<file path="src/rtl/digit_scan_controller.sv">
// ---------------------------------------------------------------------------
// digit_scan_controller : N-digit display scanner with dwell, guard, blanking.
// Revision: 1.0
// ---------------------------------------------------------------------------
`default_nettype none

module digit_scan_controller #(
  parameter int N_DIGITS   = 4,
  parameter int SEL_W      = $clog2(N_DIGITS),
  parameter int PRESCALE   = 100000,
  parameter int GUARD      = 1000,
  parameter int ACTIVE_LOW = 1
) (
  input  logic                clk,
  input  logic                reset,
  input  logic                en,
  input  logic [N_DIGITS-1:0] blank_mask,
  output logic [SEL_W-1:0]    sel,
  output logic [N_DIGITS-1:0] an,
  output logic                digit_tick,
  output logic                frame_tick
);

  localparam int CNT_W   = (PRESCALE > 2) ? $clog2(PRESCALE) : 1;
  localparam int SUM_W   = SEL_W + 1;
  localparam int MASK_W  = 2 ** SEL_W;
  localparam logic [N_DIGITS-1:0] AN_OFF = (ACTIVE_LOW != 0) ? '1 : '0;

  generate
    if (N_DIGITS < 2 || N_DIGITS > 16 || PRESCALE < 2 || GUARD < 0 ||
        GUARD >= PRESCALE || SEL_W < $clog2(N_DIGITS)) begin : g_param_check
      $error("digit_scan_controller: illegal parameter combination");
    end
  endgenerate

  logic [CNT_W-1:0]    cnt_q, cnt_d;
  logic [SEL_W-1:0]    sel_q, sel_d;
  logic [N_DIGITS-1:0] an_q, an_d;
  logic                digit_tick_q, digit_tick_d;
  logic                frame_tick_q, frame_tick_d;

  logic                tc;
  logic                in_guard;
  logic                any_unblanked;
  logic [MASK_W-1:0]   mask_ext;
  logic [SEL_W-1:0]    next_sel;
  logic [SUM_W-1:0]    cand;

  // Mask padded to the full index range so out-of-range sel values stay legal.
  assign mask_ext      = MASK_W'(blank_mask);
  assign tc            = (cnt_q == CNT_W'(PRESCALE - 1));
  assign any_unblanked = ~&blank_mask;

  generate
    if (GUARD > 0) begin : g_guard
      assign in_guard = (cnt_q < CNT_W'(GUARD));
    end else begin : g_no_guard
      assign in_guard = 1'b0;
    end
  endgenerate

  // Walk k from N_DIGITS down to 1 so the smallest unblanked offset wins.
  always_comb begin
    next_sel = sel_q;
    cand     = '0;
    for (int k = N_DIGITS; k >= 1; k--) begin
      cand = SUM_W'(sel_q) + SUM_W'(k);
      if (cand >= SUM_W'(N_DIGITS)) begin
        cand = cand - SUM_W'(N_DIGITS);
      end
      if (!mask_ext[cand[SEL_W-1:0]]) begin
        next_sel = cand[SEL_W-1:0];
      end
    end
  end

  always_comb begin
    cnt_d        = cnt_q;
    sel_d        = sel_q;
    digit_tick_d = 1'b0;
    frame_tick_d = 1'b0;
    an_d         = AN_OFF;

    if (en) begin
      if (tc) begin
        cnt_d        = '0;
        digit_tick_d = 1'b1;
        if (any_unblanked) begin
          sel_d        = next_sel;
          frame_tick_d = (next_sel <= sel_q);
        end
      end else begin
        cnt_d = cnt_q + CNT_W'(1);
      end
    end

    // Anode is computed from pre-edge state, so it trails sel by one cycle.
    if (en && !in_guard && !mask_ext[sel_q]) begin
      an_d = (N_DIGITS'(1) << sel_q) ^ AN_OFF;
    end
  end

  always_ff @(posedge clk) begin
    if (reset) begin
      cnt_q        <= '0;
      sel_q        <= '0;
      an_q         <= AN_OFF;
      digit_tick_q <= 1'b0;
      frame_tick_q <= 1'b0;
    end else begin
      cnt_q        <= cnt_d;
      sel_q        <= sel_d;
      an_q         <= an_d;
      digit_tick_q <= digit_tick_d;
      frame_tick_q <= frame_tick_d;
    end
  end

  assign sel        = sel_q;
  assign an         = an_q;
  assign digit_tick = digit_tick_q;
  assign frame_tick = frame_tick_q;

endmodule

`default_nettype wire

</file>
<file path="config.mk">
export PLATFORM = sky130hd
export DESIGN_NAME = digit_scan_controller
export DESIGN_NICKNAME = d
export VERILOG_FILES = /design/src/rtl/digit_scan_controller.sv
export SDC_FILE = /design/constraint.sdc
export NUM_CORES = 1
export LEC_CHECK = 0
export BUFFER_PORTS_ARGS = -buffer_cell sky130_fd_sc_hd__buf_2
export CORE_UTILIZATION = 40
export CTS_BUF_LIST = sky130_fd_sc_hd__clkbuf_4 sky130_fd_sc_hd__clkbuf_8 sky130_fd_sc_hd__clkbuf_16
export CTS_CLUSTER_DIAMETER = 200
export DETAILED_ROUTE_END_ITERATION = 8
export GPL_TIMING_DRIVEN = 0
export HOLD_SLACK_MARGIN = 0.03
export SLEW_MARGIN = 20
export SYNTH_ARGS = -nofsm -noshare
export SYNTH_HDL_FRONTEND = slang
export SYNTH_SLANG_ARGS = --single-unit
</file>
<file path="constraint.sdc">
create_clock -name clk -period 4.7 [get_ports clk]
set_clock_uncertainty 0.1 [all_clocks]
set_input_delay 0.235 -clock clk [delete_from_list [all_inputs] [get_ports clk]]
set_output_delay 0.235 -clock clk [all_outputs]
set_load 0.01 [all_outputs]
</file>
==> results of run 1 <==
## final timing paths
| kind | from | to | depth (start not counted) |
|---|---|---|---|
| setup reg to reg | sel[0]$_SDFFE_PP0P_ | frame_tick$_SDFF_PP0_ | 12 |
| setup / recovery | sel[0]$_SDFFE_PP0P_ | frame_tick$_SDFF_PP0_ | 12 |
| hold reg to reg | cnt_q[1]$_SDFFE_PP0P_ | cnt_q[1]$_SDFFE_PP0P_ | 2 |
| hold / removal | reset | cnt_q[2]$_SDFFE_PP0P_ | 2 |
## state kept, by name (all words and copies together), names as in the netlist
signal      count
frame_tick      1
an              4
sel             2
cnt_q          17
digit_tick      1
## cell usage in the layout (no fill, tap or decap), drive strengths merged, types with 2 or more instances in the layout
cell type  instances
dfxtp             25
nor2              21
buf               16
xnor2             12
nand2              9
nor3               8
inv                7
ha                 7
nor4               7
clkbuf             7
nand3              6
nand4              5
a21oi              5
o21ai              5
mux4               3
xor2               3
mux2i              2
o31ai              2
nand3b             2
## metal layers
| layer | vias to the layer above | routed length (um) | GRT usage |
|---|---|---|---|
| met5 | - | 0 | 0 |
| met4 | 0 | 18 | 0.0325 |
| met3 | 2 | 99 | 0.0405 |
| met2 | 16 | 1100 | 0.250 |
| met1 | 508 | 1370 | 0.219 |
| li1 | 561 | - | - |
## cells in the mapped netlist (2+ instances only)
library cell	count
nand3_1	6
mux4_2	3
nand3b_1	2
nor3_1	8
xnor2_1	12
nand2_1	9
o21ai_0	4
inv_1	7
xor2_1	3
mux2i_1	2
clkbuf_1	2
a21oi_1	5
ha_1	7
o31ai_1	2
buf_2	3
nor2_1	21
dfxtp_1	25
nor4_1	5
nand4_1	5
## cells by family (layout without fill, tap and decap cells)
group | Yosys count | count (layout) | share of synthesized area
adders and majority gates | 7 | 7 | 0.0639
muxes | 6 | 6 | 0.0721
AOI/OAI and AO/OA | 17 | 17 | 0.0849
and+or+nand+nor | 65 | 65 | 0.271
xor gates and xnor gates | 15 | 15 | 0.0958
buffers and inverters | 14 | 30 | 0.0474
DFF | 25 | 25 | 0.365
## area by class of cell
class / instances / area (um^2) / area share
multi-input cells: 110 / 806 / 0.531
clock buffers: 4 / 30.0 / 0.0198
repair buffers: 12 / 60.1 / 0.0396
plain buffers: 7 / 38.8 / 0.0256
flip-flops and latches: 25 / 500 / 0.330
inverters: 7 / 26.3 / 0.0173
well taps: 44 / 55.1 / 0.0363
## power breakdown
| group | switching (mW) | internal, mW | total, mW | leakage [nW] |
|---|---|---|---|---|
| Clock | 0.0604 | 0.0389 | 0.0993 | 0.0184 |
| Sequential | 0.00133 | 0.214 | 0.215 | 0.202 |
| Combinational | 0.0139 | 0.0106 | 0.0245 | 0.292 |
| Total | 0.0757 | 0.263 | 0.339 | 0.512 |
## worst reg2reg max path: cells and delay by family, from the launching register on
family	cells	cell delay, ns
xor+xnor	1	0.15
mux	1	0.29
compound gates	2	0.18
flops	1	0.46
fa+ha+maj	2	0.49
buf+inv	3	0.31
simple gates	3	0.44
## stage by stage
step | total power, mW | hold slack (ns)
floorplan | 0.237 | 0.360
global placement | 0.243 | 0.381
detailed placement | 0.244 | 0.389
CTS | 0.344 | 0.0664
global route | 0.356 | 0.0757
finish | 0.339 | 0.0793
==> run_results.csv, run 1 <==
group,metric,value,unit
status,status,"completed",
sta,slew_viol_final,0,
grt,grt_pass1_wl,4.36,mm
placement,gp_congestion,0.825,
synthesis,synth-seq-cells,25,
setup_path,cp_cell_sequence,"buf_6 -> inv_1 -> ha_1 -> mux4_2 -> nor2b_4 -> nor2_1 -> xnor2_1 -> ha_1 -> inv_1 -> a21oi_1 -> a21oi_1 -> nor4_1",
setup_path,crit_path_start_kind,"register",
setup_path,cp.required,4.83,ns
synthesis,ys.flop_type,"dfxtp_1",
clock_network,cts_max_path_buffers,2,
synthesis,netlist.area_leader.share,0.365,
synthesis,ys_top_cells_by_area,"dfxtp_1 36%, xnor2_1 7.7%, ha_1 6.4%",
run,max_cap_viol_count,0,
route,route.detailed.drc,0,
pwr,peakVddDrop,0.000138,V
clock_network,hold_buffers,0,
die,std_cell_rows,20,
clock_network,cts_max_level,1,
route,first_pass_iters,4,
die,design.core.area,3150,um^2
clock_network,path_clk_slew,0.12,ns
final_layout,final_util,0.481,
final_layout,design_area,1520,um^2
route,wire_per_inst,12.4,um
synthesis,ys.warnings.count,0,
final_layout,insertedDiodeCount,0,
clock_network,clock_latency,0.31,ns
sta,grt_setup_unrepaired,"no",
synthesis,yosysUniqueCellTypes,37,
placement,numPortBuffers,12,
die,start_util,0.435,
clock_network,postCtsSetupBuffers,0,
setup_path,reg2reg_slack,2.19,ns
grt,grt_max_degree,14,
clock_network,cts_made_buffers,3,
route,drt_wl_total,2.59,mm
route,vias,1087,
setup_path,cp.arrival,2.64,ns
route,routed_via_density,5.20,
grt,grt.total_usage,0.158,
die,die_w,60.6,um
synthesis,synth_top_area_cell,"dfxtp_1",
sta,setup_viol,0,
final_layout,fin_nets,180,
sta,fmax,398,MHz
setup_path,end_kind,"register",
final_layout,area.growth.synth_to_final,10.6,%
route,ant_nets,0,
placement,numPlacedInstances,205,
final_layout,drive_gt1_frac,0.194,
synthesis,syn_inst,149,
synthesis,seq_area_frac_synth,0.365,
clock_network,cts_sinks,25,
setup_path,slowest_stage,"dfxtp_1",
setup_path,max_stage_delay,0.46,ns
clock_network,cts_resized,0,
die,ios,15,
grt,gr-total-overflow,0,
sta,timing.final.ws_setup,2.19,ns
sta,slew_headroom,0.694,
setup_path,path_class,"reg2reg",
final_layout,instances_no_fill,209,
die,fp.dieArea,3670,um^2
die,die_height,60.6,um
clock_network,clockRootBuffer,"clkbuf_4",
pwr,powerDensity,223,nW/um^2
placement,hpwl,1.93,mm
synthesis,synth-edff-count,0,
final_layout,fillers,330,
synthesis,syn_nets,163,
sta,worst_pin_slew,0.458,ns
sta,period_needed,2.51,ns
setup_path,crit_family,"adder cells",
route,drtIter0Drc,28,
placement,dpl_worst_slack,2.24,ns
sta,fin_tns_setup,0,ns
synthesis,synth_area_per_cell,9.20,um^2
synthesis,synthesis.area,1370,um^2
pwr,p_leak,0.512,nW
sta,fin_crit_sh,0.534,
clock_network,cts_tree,"yes",
setup_path,timing.critical_path.buf_inv,3,
setup_path,cp_max_fo,8,
grt,antenna_found_initial,0,
worst_hold_path,hold_class,"in2reg",
synthesis,synth_async_sr_flop_share,0,
placement,dpl_cell_area,1490,um^2
grt,grt_pass1_vias,974,
sta,hold_viol_final,0,
Power figures use the tool's default switching activity.
==> inputs of run 2 (changes only) <==
==> constraint.sdc (replaced) <==
create_clock -name clk -period 2.1 [get_ports clk]
set_clock_uncertainty 0.1 [all_clocks]
set_input_delay 0.105 -clock clk [delete_from_list [all_inputs] [get_ports clk]]
set_output_delay 0.105 -clock clk [all_outputs]
set_load 0.01 [all_outputs]
==> run 2 against run 1 <==
The run now ends with negative setup slack left. Global-route usage grew 2.4 points. Flip-flop and latch count is the same. Design area grew 8.1%. Setup slack lost 2.2 ns. Combinational power grew to 2.7 times the previous value. Power grew 130%. Cell count grew 4.3%. Critical endpoint unchanged.
==> run_results.csv, run 2 (same netlist as run 1, synthesis figures left out) <==
group,metric,value,unit
die,design.core.area,3150,um^2
final_layout,mostFrequentLayoutCell,"dfxtp_1",
grt,antenna_found_initial,0,
route,first_pass_iters,4,
final_layout,seq_area,508,um^2
clock_network,clock_latency,0.31,ns
final_layout,insertedDiodeCount,0,
grt,grt_pass1_vias,1041,
route,wire_per_inst,13.5,um
clock_network,cts_made_buffers,3,
setup_path,cp_max_fo,4,
sta,slew_viol_final,0,
final_layout,most-common-layout-cells,"23 x dfxtp_1, 19 x nor2_1, 15 x buf_2, 11 x xnor2_1, 9 x nand2_1",
pwr,total_power,766,uW
sta,fmax,473,MHz
placement,hpwl,2.01,mm
final_layout,largest_reg_flops,17,
final_layout,fillers,317,
worst_hold_path,hold_class,"in2reg",
route,drt_wl_total,2.94,mm
final_layout,largest-register,"cnt_q",
sta,period_needed,2.11,ns
clock_network,clockRootBuffer,"clkbuf_4",
setup_path,crit_path_start_kind,"register",
sta,grt_setup_unrepaired,"yes",
placement,numPortBuffers,12,
sta,setup_viol,1,
final_layout,multiInputGateArea,848,um^2
final_layout,drive_gt1_frac,0.305,
die,die_height,60.6,um
final_layout,design_area,1640,um^2
die,start_util,0.435,
sta,timing.final.ws_setup,-0.0132,ns
pwr,powerDensity,467,nW/um^2
pwr,peakVddDrop,0.000285,V
grt,gr-total-overflow,0,
grt,grt_pass1_wl,4.89,mm
setup_path,end_kind,"register",
run,max_cap_viol_count,0,
sta,slew_headroom,0.713,
route,ant_nets,0,
route,vias,1156,
die,std_cell_rows,20,
final_layout,final_util,0.520,
placement,gp_congestion,0.788,
route,drtIter0Drc,25,
clock_network,cts_tree,"yes",
final_layout,area.growth.synth_to_final,19.5,%
route,routed_via_density,5.30,
die,fp.dieArea,3670,um^2
setup_path,path_class,"reg2reg",
final_layout,fin_nets,189,
sta,fin_crit_sh,1.01,
clock_network,cts_sinks,25,
pwr,p_leak,0.566,nW
status,status,"complete, but fails checks",
grt,grt_max_degree,14,
setup_path,cp.required,2.22,ns
clock_network,path_clk_slew,0.13,ns
clock_network,cts_max_level,1,
status,violations,"negative setup slack",
grt,grt.total_usage,0.182,
clock_network,cts_max_path_buffers,2,
placement,dpl_cell_area,1490,um^2
die,die_w,60.6,um
route,route.detailed.drc,0,
sta,hold_viol_final,0,
sta,worst_pin_slew,0.431,ns
die,ios,15,
setup_path,cp.arrival,2.23,ns
==> run 2: power by group <==
group          switching (mW)  internal (mW)  total (mW)
logic                  0.0364         0.0294      0.0659
registers             0.00320          0.476       0.479
clock network           0.134         0.0870       0.221
total                   0.174          0.592       0.766
==> run 2: metal layers <==
metal / global-route usage / vias up / wire (um)
li1: - / 582 / -
met1: 0.260 / 551 / 1460
met2: 0.284 / 19 / 1380
met3: 0.0256 / 4 / 80
met4: 0.0584 / 0 / 27
met5: 0 / - / 0
==> run 2: critical path: stages, from the launching register on <==
cell,delay (ns)
dfxtp_4,0.41
buf_6,0.11
mux4_2,0.48
nor2b_4,0.15
nor2_4,0.09
xnor2_2,0.12
ha_2,0.19
inv_2,0.04
a21oi_2,0.11
a21oi_1,0.05
nor4_1,0.17
==> run 2: final cells by class <==
class	instances	share of cell area
Timing Repair Buffer	22	0.0863
Buffer	6	0.0168
Tap cell	44	0.0336
Inverter	7	0.0176
Sequential cell	25	0.310
Multi-Input combinational cell	110	0.518
Clock buffer	4	0.0183
==> run 2: metrics by stage <==
step | setup slack, ns | TNS, ns | instances | hold slack (ns)
after floorplan | -0.0590 | -0.0590 | 149 | 0.250
after global placement | -0.212 | -0.249 | 205 | 0.282
after detailed placement | -0.229 | -0.291 | 205 | 0.298
after CTS | -0.149 | -0.149 | 217 | 0.0637
after global routing | -0.197 | -0.877 | 218 | 0.0557
final | -0.0132 | -0.0132 | 218 | 0.0681
==> run 2: repair_timing <==
action,4_1_cts,5_1_grt
setup buffers,8,1
hold endpoints to repair,8,0
pin swaps,4,5
setup endpoints to repair,2,12
hold buffers,1,0
resized for setup,7,7
==> run 2: final timing paths <==
check / start / endpoint / slack, ns / cells past startpoint
setup / recovery: sel[0]$_SDFFE_PP0P_ / frame_tick$_SDFF_PP0_ / -0.01 / 10
hold / removal: en / cnt_q[0]$_SDFFE_PP0P_ / 0.07 / 3
setup reg to reg: sel[0]$_SDFFE_PP0P_ / frame_tick$_SDFF_PP0_ / -0.01 / 10
hold reg to reg: cnt_q[1]$_SDFFE_PP0P_ / cnt_q[1]$_SDFFE_PP0P_ / 0.41 / 2
